## config.mk

```make
export PLATFORM = sky130hd
export DESIGN_NAME = sel2_1_arb
export DESIGN_NICKNAME = d
export VERILOG_FILES = /design/src/rtl/sel2_1_arb.sv
export SDC_FILE = /design/constraint.sdc
export NUM_CORES = 1
export LEC_CHECK = 0
export ABC_AREA = 1
export BUFFER_PORTS_ARGS = -buffer_cell sky130_fd_sc_hd__buf_2
export CAP_MARGIN = 30
export CORE_MARGIN = 2
export CORE_UTILIZATION = 47
export DETAILED_ROUTE_END_ITERATION = 8
export HOLD_SLACK_MARGIN = 0.06
export PLACE_DENSITY = 0.71
export SLEW_MARGIN = 5
export SYNTH_ARGS = -nofsm -noshare
export SYNTH_HDL_FRONTEND = slang
export SYNTH_SLANG_ARGS = --single-unit
```

## constraint.sdc

```tcl
create_clock -name CLK -period 1.5 [get_ports CLK]
set_input_delay 0.15 -clock CLK [delete_from_list [all_inputs] [get_ports CLK]]
set_output_delay 0.15 -clock CLK [all_outputs]
set_load 0.02 [all_outputs]
```

## src/rtl/sel2_1_arb.sv

```systemverilog
`default_nettype none
// ============================================================================
// Module   : sel2_1_arb
// Purpose  : Two-source round-robin arbiter that drives the SEL input of a
//            2-to-1 selector. Tracks per-owner burst length, hands ownership
//            over on LAST, burst limit or abandon with no idle bubble, and
//            breaks ties in favour of the source that did not own last.
// Ports    : CLK       - clock, all state on rising edge
//            RST       - synchronous active-high reset
//            REQ_A/B   - source A/B has a valid beat
//            LAST_A/B  - current beat ends the source's transfer
//            READY     - downstream accepts the presented beat
//            SEL       - selector control, 0 = A, 1 = B (registered)
//            GNT_A/B   - ownership grants (registered, one-hot or zero)
//            OUT_VALID - selector output carries a valid beat (combinational)
// Revision : 1.0 - initial release
// ============================================================================
module sel2_1_arb #(
  parameter int MAX_BURST = 4
) (
  input  logic CLK,
  input  logic RST,
  input  logic REQ_A,
  input  logic REQ_B,
  input  logic LAST_A,
  input  logic LAST_B,
  input  logic READY,
  output logic SEL,
  output logic GNT_A,
  output logic GNT_B,
  output logic OUT_VALID
);

  localparam int CW = $clog2(MAX_BURST + 1);
  localparam logic [CW-1:0] c_MAX_BURST = CW'(MAX_BURST);
  localparam logic [CW-1:0] c_ONE       = CW'(1);

  typedef enum logic [1:0] {
    S_IDLE  = 2'd0,
    S_OWN_A = 2'd1,
    S_OWN_B = 2'd2
  } state_t;

  state_t          r_state;
  state_t          w_state_nxt;
  logic [CW-1:0]   r_cnt;
  logic [CW-1:0]   w_cnt_nxt;
  logic [CW-1:0]   w_cnt_inc;
  logic            r_prev;      // last owner: 0 = A, 1 = B
  logic            r_sel;
  logic            r_gnt_a;
  logic            r_gnt_b;

  logic            w_own_req;   // request of the current owner
  logic            w_own_last;  // LAST of the current owner
  logic            w_other_req; // request of the non-owner
  logic            w_beat;
  logic            w_rel;

  assign w_cnt_inc = r_cnt + c_ONE;

  always_comb begin
    w_own_req   = 1'b0;
    w_own_last  = 1'b0;
    w_other_req = 1'b0;
    w_beat      = 1'b0;
    w_rel       = 1'b0;
    w_cnt_nxt   = r_cnt;
    w_state_nxt = r_state;

    case (r_state)
      S_IDLE: begin
        // On a tie, r_prev names the last owner; grant the other one.
        if (REQ_A && REQ_B) begin
          w_state_nxt = r_prev ? S_OWN_A : S_OWN_B;
        end else if (REQ_A) begin
          w_state_nxt = S_OWN_A;
        end else if (REQ_B) begin
          w_state_nxt = S_OWN_B;
        end
      end

      S_OWN_A, S_OWN_B: begin
        w_own_req   = (r_state == S_OWN_A) ? REQ_A  : REQ_B;
        w_own_last  = (r_state == S_OWN_A) ? LAST_A : LAST_B;
        w_other_req = (r_state == S_OWN_A) ? REQ_B  : REQ_A;
        w_beat      = w_own_req & READY;
        // Abandon releases even under stall; LAST/limit need a real beat.
        w_rel       = ~w_own_req |
                      (w_beat & (w_own_last | (w_cnt_inc == c_MAX_BURST)));

        if (w_rel) begin
          w_cnt_nxt = '0;
          if (w_other_req) begin
            w_state_nxt = (r_state == S_OWN_A) ? S_OWN_B : S_OWN_A;
          end else if (w_own_req) begin
            // Non-abandon release with nobody else waiting: fresh burst.
            w_state_nxt = r_state;
          end else begin
            w_state_nxt = S_IDLE;
          end
        end else if (w_beat) begin
          w_cnt_nxt = w_cnt_inc;
        end
      end

      default: begin
        w_state_nxt = S_IDLE;
        w_cnt_nxt   = '0;
      end
    endcase
  end

  always_ff @(posedge CLK) begin
    if (RST) begin
      r_state <= S_IDLE;
      r_cnt   <= '0;
      r_prev  <= 1'b1;
      r_sel   <= 1'b0;
      r_gnt_a <= 1'b0;
      r_gnt_b <= 1'b0;
    end else begin
      r_state <= w_state_nxt;
      r_cnt   <= w_cnt_nxt;
      if (w_rel) begin
        r_prev <= (r_state == S_OWN_B);
      end
      // Grants and SEL are registered copies of the next state so they are
      // valid right after the deciding edge; SEL holds through IDLE.
      r_gnt_a <= (w_state_nxt == S_OWN_A);
      r_gnt_b <= (w_state_nxt == S_OWN_B);
      if (w_state_nxt == S_OWN_A) begin
        r_sel <= 1'b0;
      end else if (w_state_nxt == S_OWN_B) begin
        r_sel <= 1'b1;
      end
    end
  end

  assign SEL       = r_sel;
  assign GNT_A     = r_gnt_a;
  assign GNT_B     = r_gnt_b;
  assign OUT_VALID = (r_gnt_a & REQ_A) | (r_gnt_b & REQ_B);

endmodule
`default_nettype wire
```

==> results of run 1 <==
[routing by layer]
metal,up-vias,global-route usage (%)
met5,-,0
met4,0,7.26
met3,2,4.89
met2,17,46.5
met1,326,18.0
li1,355,-
[per-stage QoR]
| step | area [µm²] | hold WS [ns] | total power (µW) | std cells | util, % |
|---|---|---|---|---|---|
| 4_1_cts | 892 | 0.175 | 1660 | 135 | 68.6 |
| 3_5_place_dp | 792 | 0.447 | 1340 | 131 | 60.9 |
| 6_report | 943 | 0.170 | 1780 | 135 | 72.5 |
| 3_3_place_gp | 792 | 0.431 | 1310 | 131 | 60.9 |
| 2_1_floorplan | 652 | 0.416 | 994 | 97 | - |
| 5_1_grt | 943 | 0.177 | 1910 | 135 | 72.5 |
[layout make-up]
class / count / share of cell area [%]
tap: 15 / 1.99
inverter: 19 / 7.82
clock buffer: 4 / 2.79
multi-input combinational: 68 / 53.7
sequential: 9 / 20.4
timing repair buffer: 20 / 13.3
[synthesized netlist by cell type]
library cell | instances | area share, %
a211oi_2 | 1 | 1.9
a21oi_1 | 6 | 4.6
a22o_1 | 1 | 1.3
buf_1 | 1 | 0.58
dfxtp_1 | 9 | 28
ha_1 | 7 | 13
inv_1 | 16 | 9.2
inv_2 | 3 | 1.7
nand2_1 | 17 | 9.8
nand2_2 | 7 | 6.7
nand3_1 | 6 | 4.6
nand3_2 | 2 | 3.1
nand3b_1 | 1 | 1.2
nand4_1 | 1 | 0.96
nor2_1 | 9 | 5.2
nor2_2 | 1 | 0.96
nor3_1 | 1 | 0.77
o21ai_0 | 4 | 3.1
o21ai_1 | 3 | 2.3
or2_1 | 1 | 0.96
[what timing repair did]
item                                    CTS  global route
endpoints found under the setup margin    9             9
buffers inserted                          0             0
resized for setup                        20            17
endpoints found under the hold margin     0             0
pin swaps                                 2             6
hold buffers                              0             0
[critical path: stages, from the launching register on]
cell and delay, ns:
dfxtp_4 0.36, ha_4 0.16, nand2_1 0.09, nand3_2 0.09
nand2_2 0.10, nand2_4 0.06, nand2_2 0.07, nand2_1 0.05
nand2_1 0.07, nand2_2 0.07, inv_1 0.07, nand3_2 0.09
nand2_2 0.07, nor2_2 0.04
[logic make-up (layout without fill, tap and decap cells)]
group	after synthesis	after routing	synth area share [%]
flip-flops	9	9	27.6
adder cells (fa/ha/maj)	7	7	13.4
AND/OR/NAND/NOR	46	46	34.2
AO/OA/AOI/OAI	15	15	13.2
buffers and inverters	20	43	11.5
[power by group through the flow]
stage,clock (µW),sequential (µW),combinational [µW]
after CTS,193,389,1080
after detailed placement,0,362,983
after global placement,0,354,953
final,190,391,1200
after floorplan,0,401,593
after global routing,201,399,1310
[sequential cells by signal (all words and copies together), names as in the netlist]
signal,flops
GNT_A,1
r_cnt,3
r_prev,1
r_state,2
SEL,1
GNT_B,1
[worst max path at each step]
stage	cells after the start	end	startpoint
after floorplan	12	SEL	r_state[0]
after CTS	12	GNT_B	r_state[1]
after detailed placement	13	GNT_B	r_state[1]
after global placement	13	GNT_B	r_state[1]
final	13	SEL	r_cnt[0]
after global routing	13	SEL	r_state[1]
==> flow_summary.json, run 1 <==
{
  "overflow": 0,
  "r2r_slack_ns": 0.002,
  "clock_latency_ns": 0.26,
  "wl_um": 1700,
  "final_common_cell": "nand2_2",
  "mostFrequentLayoutCells": "nand2_2 (12), inv_1 (11), nand2_1 (11), buf_2 (10), buf_4 (10)",
  "rsz0062_at_grt": "yes",
  "drive_above_1_share_pct": 55.0,
  "area_delta_synth_final_pct": 44.7,
  "grt_max_degree": 9,
  "yosysUniqueCellTypes": 20,
  "core_area_um2": 1300,
  "wl_met2_um": 949,
  "synth_seq_cells": 9,
  "wl_met3_um": 69,
  "dr.pass1.iters": 4,
  "crit_required_ns": 1.66,
  "fin_crit_sh_pct": 99.8,
  "num-nets-final": 135,
  "min-delay-path-class": "in2reg",
  "seq_area_um2": 193,
  "hold_depth": 2,
  "synth_nets": 111,
  "grt_util_all_layers_pct": 21.5,
  "clock_skew_ns": 0.00456,
  "hold_path_startpoint": "RST",
  "place_hpwl_um": 1170,
  "die_h_um": 41.2,
  "r2r_start": "r_cnt[0]",
  "drv_cap": 0,
  "htreeDepth": 1,
  "numCtsBuffers": 3,
  "hold_end": "r_cnt[1]",
  "drt_iter0_markers": 15,
  "portBuffers": 10,
  "setup_violations": 0,
  "relSlewSlack_pct": 86.2,
  "crit_path_max_fanout": 3,
  "ant_nets": 0,
  "multi_input_area_um2": 507,
  "drc": 0,
  "layout_setup_ws_ns": 0.00230,
  "row_count": 13,
  "tritoncts": "built",
  "combPwrFrac_pct": 67.3,
  "n_fill_cell": 109,
  "clock_power_share_pct": 10.7,
  "avgRoutedWirePerCell_um": 12.6,
  "cts.path.max_buffers": 2,
  "fin_crit_ns": 1.50,
  "vias": 700,
  "r2r-end": "SEL",
  "io_pins": 11,
  "worst-setup-path-type": "reg2reg",
  "maxSlewViolCount": 0,
  "p_leak_uw": 0.000455,
  "reg2reg_depth": 13,
  "clkTransAtPathRegs_ns": 0.06,
  "power_switching_uw": 838,
  "grt_pass1_vias": 645,
  "ys_seq_area_share_pct": 27.6,
  "crit_arrival_ns": 1.66,
  "synth_area_per_cell_um2": 6.72,
  "top_layer_used": "met4",
  "antenna_found_initial": 0,
  "place_congestion": 0.773,
  "ctsRootBufferMaster": "clkbuf_4",
  "crit_path_end_kind": "flop",
  "syn_area_um2": 652,
  "synth_warnings": 0,
  "via_per_inst": 5.19,
  "cts_sinks": 9,
  "pwr-share-seq_pct": 22.0,
  "power_density_nw_per_um2": 1880,
  "dieWidth_um": 41.2,
  "switching_share_pct": 47.1,
  "internal-power_uw": 940,
  "diodes": 0,
  "die-area_um2": 1700,
  "syn_inst": 97,
  "grt_pass1_wl_um": 2320,
  "cp-start-kind": "flop",
  "place_ws_ns": -0.153,
  "vdd_ir_drop_max_mv": 1.30,
  "start_util_pct": 50.1,
  "outcome": "complete, no violations",
  "max_freq_mhz": 668,
  "detail_route.wirelength.met1_um": 675,
  "timing_hold_violations_final": 0,
  "tightest_slew_ns": 0.205,
  "finalSetupTns_ns": 0
}
Power figures use the tool's default switching activity.
==> inputs of run 2 (changes only) <==
--- a/config.mk
+++ b/config.mk
@@ -12,7 +12,8 @@
 export CORE_UTILIZATION = 47
 export DETAILED_ROUTE_END_ITERATION = 8
 export HOLD_SLACK_MARGIN = 0.06
-export PLACE_DENSITY = 0.71
+export PLACE_DENSITY = 0.68
+export RECOVER_POWER = 25
 export SLEW_MARGIN = 5
 export SYNTH_ARGS = -nofsm -noshare
 export SYNTH_HDL_FRONTEND = slang
==> run 2 against run 1 <==
Net effect: fmax about the same; critical path depth shrank 5; total power decreased by 9.0%; non-clock buffer count is 1 lower; clock skew fell by 0.0024 ns; critical endpoint is now r_cnt[2]; global-route usage down 4.3 points; cell count shrank 0.74%; core utilization decreased by 3.9 points; hold slack barely moved.
==> flow_summary.json, run 2 (synthesis results as in run 1) <==
{
  "outcome": "complete, no violations",
  "cp.buffers_inverters": 2,
  "rsz0062_at_grt": "yes",
  "drv_cap": 0,
  "dp.cells": 129,
  "hold_buffers": 0,
  "maxSlewViolCount": 0,
  "crit_path_end_kind": "flop",
  "grt_pass1_wl_um": 1840,
  "crit_path_max_fanout": 4,
  "dr.pass1.iters": 4,
  "critical_path.max_stage_delay_ns": 0.39,
  "die_h_um": 41.2,
  "hold_depth": 2,
  "tightest_slew_ns": 0.247,
  "crit_required_ns": 1.69,
  "die-area_um2": 1700,
  "antenna_found_initial": 0,
  "cts.path.max_buffers": 2,
  "r2r_start": "r_state[0]",
  "drt_iter0_markers": 11,
  "largestRegisters": "r_cnt x3, r_state x2",
  "fin_crit_ns": 1.50,
  "avgRoutedWirePerCell_um": 9.72,
  "layout_setup_ws_ns": 0.00264,
  "cp-start-kind": "flop",
  "worst-setup-path-type": "reg2reg",
  "multi_input_area_um2": 468,
  "grt_max_degree": 9,
  "hold_path_startpoint": "RST",
  "io_pins": 11,
  "slowest_stage": "dfxtp_4",
  "grt_pass1_vias": 497,
  "largest_reg_flops": 3,
  "area_delta_synth_final_pct": 36.9,
  "dieWidth_um": 41.2,
  "seq_area_um2": 190,
  "num-nets-final": 134,
  "wl_um": 1300,
  "reg2reg_depth": 8,
  "top_register": "r_cnt",
  "start_util_pct": 50.1,
  "finalNonFillerCells": 134,
  "place_hpwl_um": 1030,
  "final_common_cell": "nand2_1",
  "fin_crit_sh_pct": 99.8,
  "clock_latency_ns": 0.25,
  "path_cells": "inv_2 > ha_4 > nand3_2 > or2_1 > nand2_2 > buf_4 > nand2_1 > a21oi_2",
  "portBuffers": 10,
  "p_leak_uw": 0.000430,
  "hold_end": "r_cnt[2]",
  "clock_skew_ns": 0.00215,
  "cts_sinks": 9,
  "overflow": 0,
  "drc": 0,
  "core_area_um2": 1300,
  "vias": 644,
  "tritoncts": "built",
  "drive_above_1_share_pct": 43.7,
  "power_density_nw_per_um2": 1810,
  "relSlewSlack_pct": 83.6,
  "via_per_inst": 4.81,
  "r2r_slack_ns": 0.003,
  "min-delay-path-class": "in2reg",
  "path_delay_family": "simple AND/OR/NAND/NOR gates",
  "r2r-end": "r_cnt[2]",
  "diodes": 0,
  "n_fill_cell": 122,
  "place_congestion": 0.882,
  "clkTransAtPathRegs_ns": 0.06,
  "ctsRootBufferMaster": "clkbuf_4",
  "ant_nets": 0,
  "htreeDepth": 1,
  "vdd_ir_drop_max_mv": 0.923,
  "setup_violations": 0,
  "row_count": 13,
  "numCtsBuffers": 3,
  "fin_util_pct": 68.6,
  "max_freq_mhz": 668,
  "place_ws_ns": -0.0805,
  "timing_hold_violations_final": 0,
  "mostFrequentLayoutCells": "nand2_1 (15), inv_1 (12), nand2_2 (9), nor2_1 (9), buf_4 (9)",
  "grt_util_all_layers_pct": 17.2,
  "crit_arrival_ns": 1.69
}
## run 2: cell count changes in the layout (fill, tap and decap cells not counted), moves of 2 or more
| cell | previous run | this run |
|---|---|---|
| o21ai_2 | 3 | 1 |
| clkbuf_1 | 1 | 3 |
| nand2_1 | 11 | 15 |
| nand2_2 | 12 | 9 |
| o21ai_1 | 0 | 2 |
| buf_2 | 10 | 8 |
## run 2: per-layer routing
metal	global-route usage (%)	wire length, µm
met2	31.3	711
met1	16.2	537
met3	9.78	48
met5	0	0
met4	4.84	5
## run 2: power by group
part | internal, µW | switching, µW | leakage (µW) | total [µW]
combinational | 463 | 587 | 0.000339 | 1050
clock | 102 | 77.6 | 0.0000150 | 180
sequential | 326 | 61.7 | 0.0000759 | 388
total | 891 | 726 | 0.000430 | 1620
## run 2: stage by stage
step | instance area (µm²) | hold slack, ns | setup TNS (ns) | total power (µW)
after floorplan | 652 | 0.416 | 0 | 994
after global placement | 777 | 0.434 | -0.129 | 1280
after detailed placement | 777 | 0.442 | -0.283 | 1290
after CTS | 855 | 0.160 | 0 | 1590
after global routing | 892 | 0.162 | -0.305 | 1790
final | 892 | 0.170 | 0 | 1620
## run 2: worst max path at each step
| stage | slack [ns] | startpoint | endpoint | depth (start not counted) |
|---|---|---|---|---|
| 3_5_place_dp | -0.08 | r_state[1] | SEL | 13 |
| 6_report | 0.003 | r_state[0] | r_cnt[2] | 8 |
| 4_1_cts | 0.002 | r_state[1] | SEL | 13 |
| 3_3_place_gp | -0.06 | r_state[1] | SEL | 13 |
| 2_1_floorplan | 0.003 | r_state[0] | SEL | 12 |
| 5_1_grt | -0.12 | r_state[1] | SEL | 13 |
## run 2: final cells by class
cell class	instances	area share, %
Inverter	19	8.27
Tap cell	15	2.10
Clock buffer	4	2.95
Multi-Input combinational cell	68	52.5
Sequential cell	9	21.3
Timing Repair Buffer	19	12.9
## run 2: what timing repair did
item	4_1_cts	5_1_grt
pin swaps	0	3
endpoints found under the setup margin	6	7
gates cloned	0	0
gates resized for setup	16	8
buffers inserted	0	1
==> inputs of run 3 (changes only) <==
--- a/config.mk
+++ b/config.mk
@@ -8,11 +8,15 @@
 export ABC_AREA = 1
 export BUFFER_PORTS_ARGS = -buffer_cell sky130_fd_sc_hd__buf_2
 export CAP_MARGIN = 30
+export CELL_PAD_IN_SITES_DETAIL_PLACEMENT = 0
+export CELL_PAD_IN_SITES_GLOBAL_PLACEMENT = 2
+export CORE_ASPECT_RATIO = 1.2
 export CORE_MARGIN = 2
-export CORE_UTILIZATION = 47
+export CORE_UTILIZATION = 26
 export DETAILED_ROUTE_END_ITERATION = 8
+export GPL_ROUTABILITY_DRIVEN = 1
 export HOLD_SLACK_MARGIN = 0.06
-export PLACE_DENSITY = 0.68
+export PLACE_DENSITY = 0.69
 export RECOVER_POWER = 25
 export SLEW_MARGIN = 5
 export SYNTH_ARGS = -nofsm -noshare
==> run 3 against run 2 <==
Net effect: the flow now finishes with violations (setup timing); sequential power is 2% higher; flip-flop and latch count stayed put; die area is 72% higher; core utilization is 25 points lower; largest power group unchanged; via count is 3.6% higher.
==> flow_summary.json, run 3 (synthesis results as in run 1) <==
{
  "power_density_nw_per_um2": 1890,
  "drv_cap": 0,
  "path_cells": "buf_4 > ha_1 > nand3_2 > nand2_2 > nand2_4 > nand2_4 > nand2_1 > nand2_2 > nand2_4 > nand3_2 > nand2_2 > nor2_2",
  "critPathLaunch": "r_cnt[0]",
  "place_ws_ns": -0.141,
  "cts_sinks": 9,
  "core_area_um2": 2330,
  "cp-start-kind": "flop",
  "hold_buffers": 0,
  "grt_pass1_wl_um": 2790,
  "crit_required_ns": 1.66,
  "reg2reg_depth": 12,
  "violations": "setup timing",
  "max_freq_mhz": 651,
  "layout_setup_ws_ns": -0.0361,
  "worst-setup-path-type": "reg2reg",
  "start_util_pct": 28.0,
  "internal-power_uw": 1020,
  "rsz0062_at_grt": "yes",
  "crit_arrival_ns": 1.69,
  "top_register": "r_cnt",
  "cp.buffers_inverters": 1,
  "drc": 0,
  "place_congestion": 0.775,
  "cp.depth": 12,
  "tritoncts": "built",
  "r2r-end": "SEL",
  "ctsRootBufferMaster": "clkbuf_4",
  "diodes": 0,
  "avgRoutedWirePerCell_um": 10.3,
  "area_delta_synth_final_pct": 57.0,
  "fin_crit_ns": 1.54,
  "place_hpwl_um": 1220,
  "dr.pass1.iters": 2,
  "hold_ws_ns": 0.156,
  "relSlewSlack_pct": 83.8,
  "die-area_um2": 2930,
  "dp.cells": 148,
  "mostFrequentLayoutCells": "buf_4 (12), nand2_2 (11), inv_1 (10), buf_2 (9), nand2_1 (8)",
  "critical_path.max_stage_delay_ns": 0.36,
  "min-delay-path-class": "in2reg",
  "largest_reg_flops": 3,
  "clkTransAtPathRegs_ns": 0.06,
  "htreeDepth": 1,
  "setup_violations": 1,
  "ant_nets": 0,
  "slowest_stage": "dfxtp_4",
  "final_common_cell": "buf_4",
  "via_per_inst": 4.33,
  "grt_max_degree": 9,
  "crit_path_end_kind": "flop",
  "r2r_start": "r_cnt[0]",
  "dieWidth_um": 49.7,
  "timing_hold_violations_final": 0,
  "power.total_uw": 1930,
  "finalNonFillerCells": 154,
  "num-nets-final": 138,
  "antenna_found_initial": 0,
  "portBuffers": 10,
  "p_leak_uw": 0.000474,
  "r2r_slack_ns": -0.04,
  "pwr-share-seq_pct": 20.4,
  "maxSlewViolCount": 0,
  "numCtsBuffers": 3,
  "vias": 667,
  "path_delay_family": "simple AND/OR/NAND/NOR gates",
  "clock_latency_ns": 0.26,
  "grt_util_all_layers_pct": 12.5,
  "die_h_um": 58.9,
  "clock_skew_ns": 0.00423,
  "vdd_ir_drop_max_mv": 1.05,
  "tightest_slew_ns": 0.244,
  "largestRegisters": "r_cnt x3, r_state x2",
  "drt_iter0_markers": 15,
  "combPwrFrac_pct": 69.9,
  "fin_crit_sh_pct": 102,
  "cts.path.max_buffers": 2,
  "overflow": 0,
  "outcome": "finished with violations",
  "clock_power_share_pct": 9.7,
  "io_pins": 11,
  "wl_um": 1590,
  "power_switching_uw": 911,
  "row_count": 19,
  "crit_path_max_fanout": 4,
  "crit_end": "SEL",
  "drive_above_1_share_pct": 57.7,
  "grt_pass1_vias": 679,
  "switching_share_pct": 47.1
}
run 3: cell types whose count changed in the layout (fill, tap and decap cells not counted), sizes merged:
cell    delta
buf        +5
clkbuf     -1
run 3: worst reg2reg max path, cell delays in order (launching register included):
cell,delay (ns)
dfxtp_4,0.36
buf_4,0.13
ha_1,0.20
nand3_2,0.07
nand2_2,0.07
nand2_4,0.09
nand2_4,0.06
nand2_1,0.08
nand2_2,0.06
nand2_4,0.09
nand3_2,0.11
nand2_2,0.08
nor2_2,0.03
run 3: worst min-delay path by stage:
stage / start / depth (start not counted) / slack [ns] / to
final: RST / 2 / 0.16 / r_cnt[0]
after global routing: RST / 2 / 0.17 / r_cnt[0]
after CTS: RST / 2 / 0.15 / r_cnt[1]
after detailed placement: RST / 2 / 0.44 / r_cnt[1]
after global placement: RST / 2 / 0.43 / r_cnt[1]
after floorplan: READY / 4 / 0.42 / r_prev
run 3: final cells by class:
cell class	instances	area (µm²)
Inverter	19	81.3
Fill cell	269	1310
Multi-Input combinational cell	68	537
Sequential cell	9	190
Clock buffer	4	26.3
Tap cell	31	38.8
Timing Repair Buffer	23	150
run 3: routing by layer:
layer	track usage [%]	part of all wire, %	vias up
li1	-	-	362
met5	0	0	-
met4	8.33	1.1	0
met1	15.5	45	293
met3	1.02	2.5	2
met2	21.0	51	10
run 3: repair_timing:
action | in CTS | in global routing
pin swaps | 1 | 16
setup buffers | 1 | 1
endpoints found under the setup margin | 8 | 9
gates resized for setup | 15 | 35
run 3: power by group through the flow:
stage                     Clock (µW)  Combinational [µW]  Sequential [µW]
final                            187                1350              395
after global routing             206                1500              410
after CTS                        196                1090              387
after detailed placement           0                 986              364
after global placement             0                 989              361
after floorplan                    0                 593              401
run 3: through the flow:
| stage | setup TNS, ns | utilization (%) | instance area [µm²] |
|---|---|---|---|
| after detailed placement | -0.474 | 35.2 | 820 |
| final | -0.0361 | 43.9 | 1020 |
| after floorplan | 0 | - | 652 |
| after global routing | -0.516 | 43.9 | 1020 |
| after global placement | -0.403 | 35.2 | 820 |
| after CTS | -0.0329 | 38.8 | 903 |
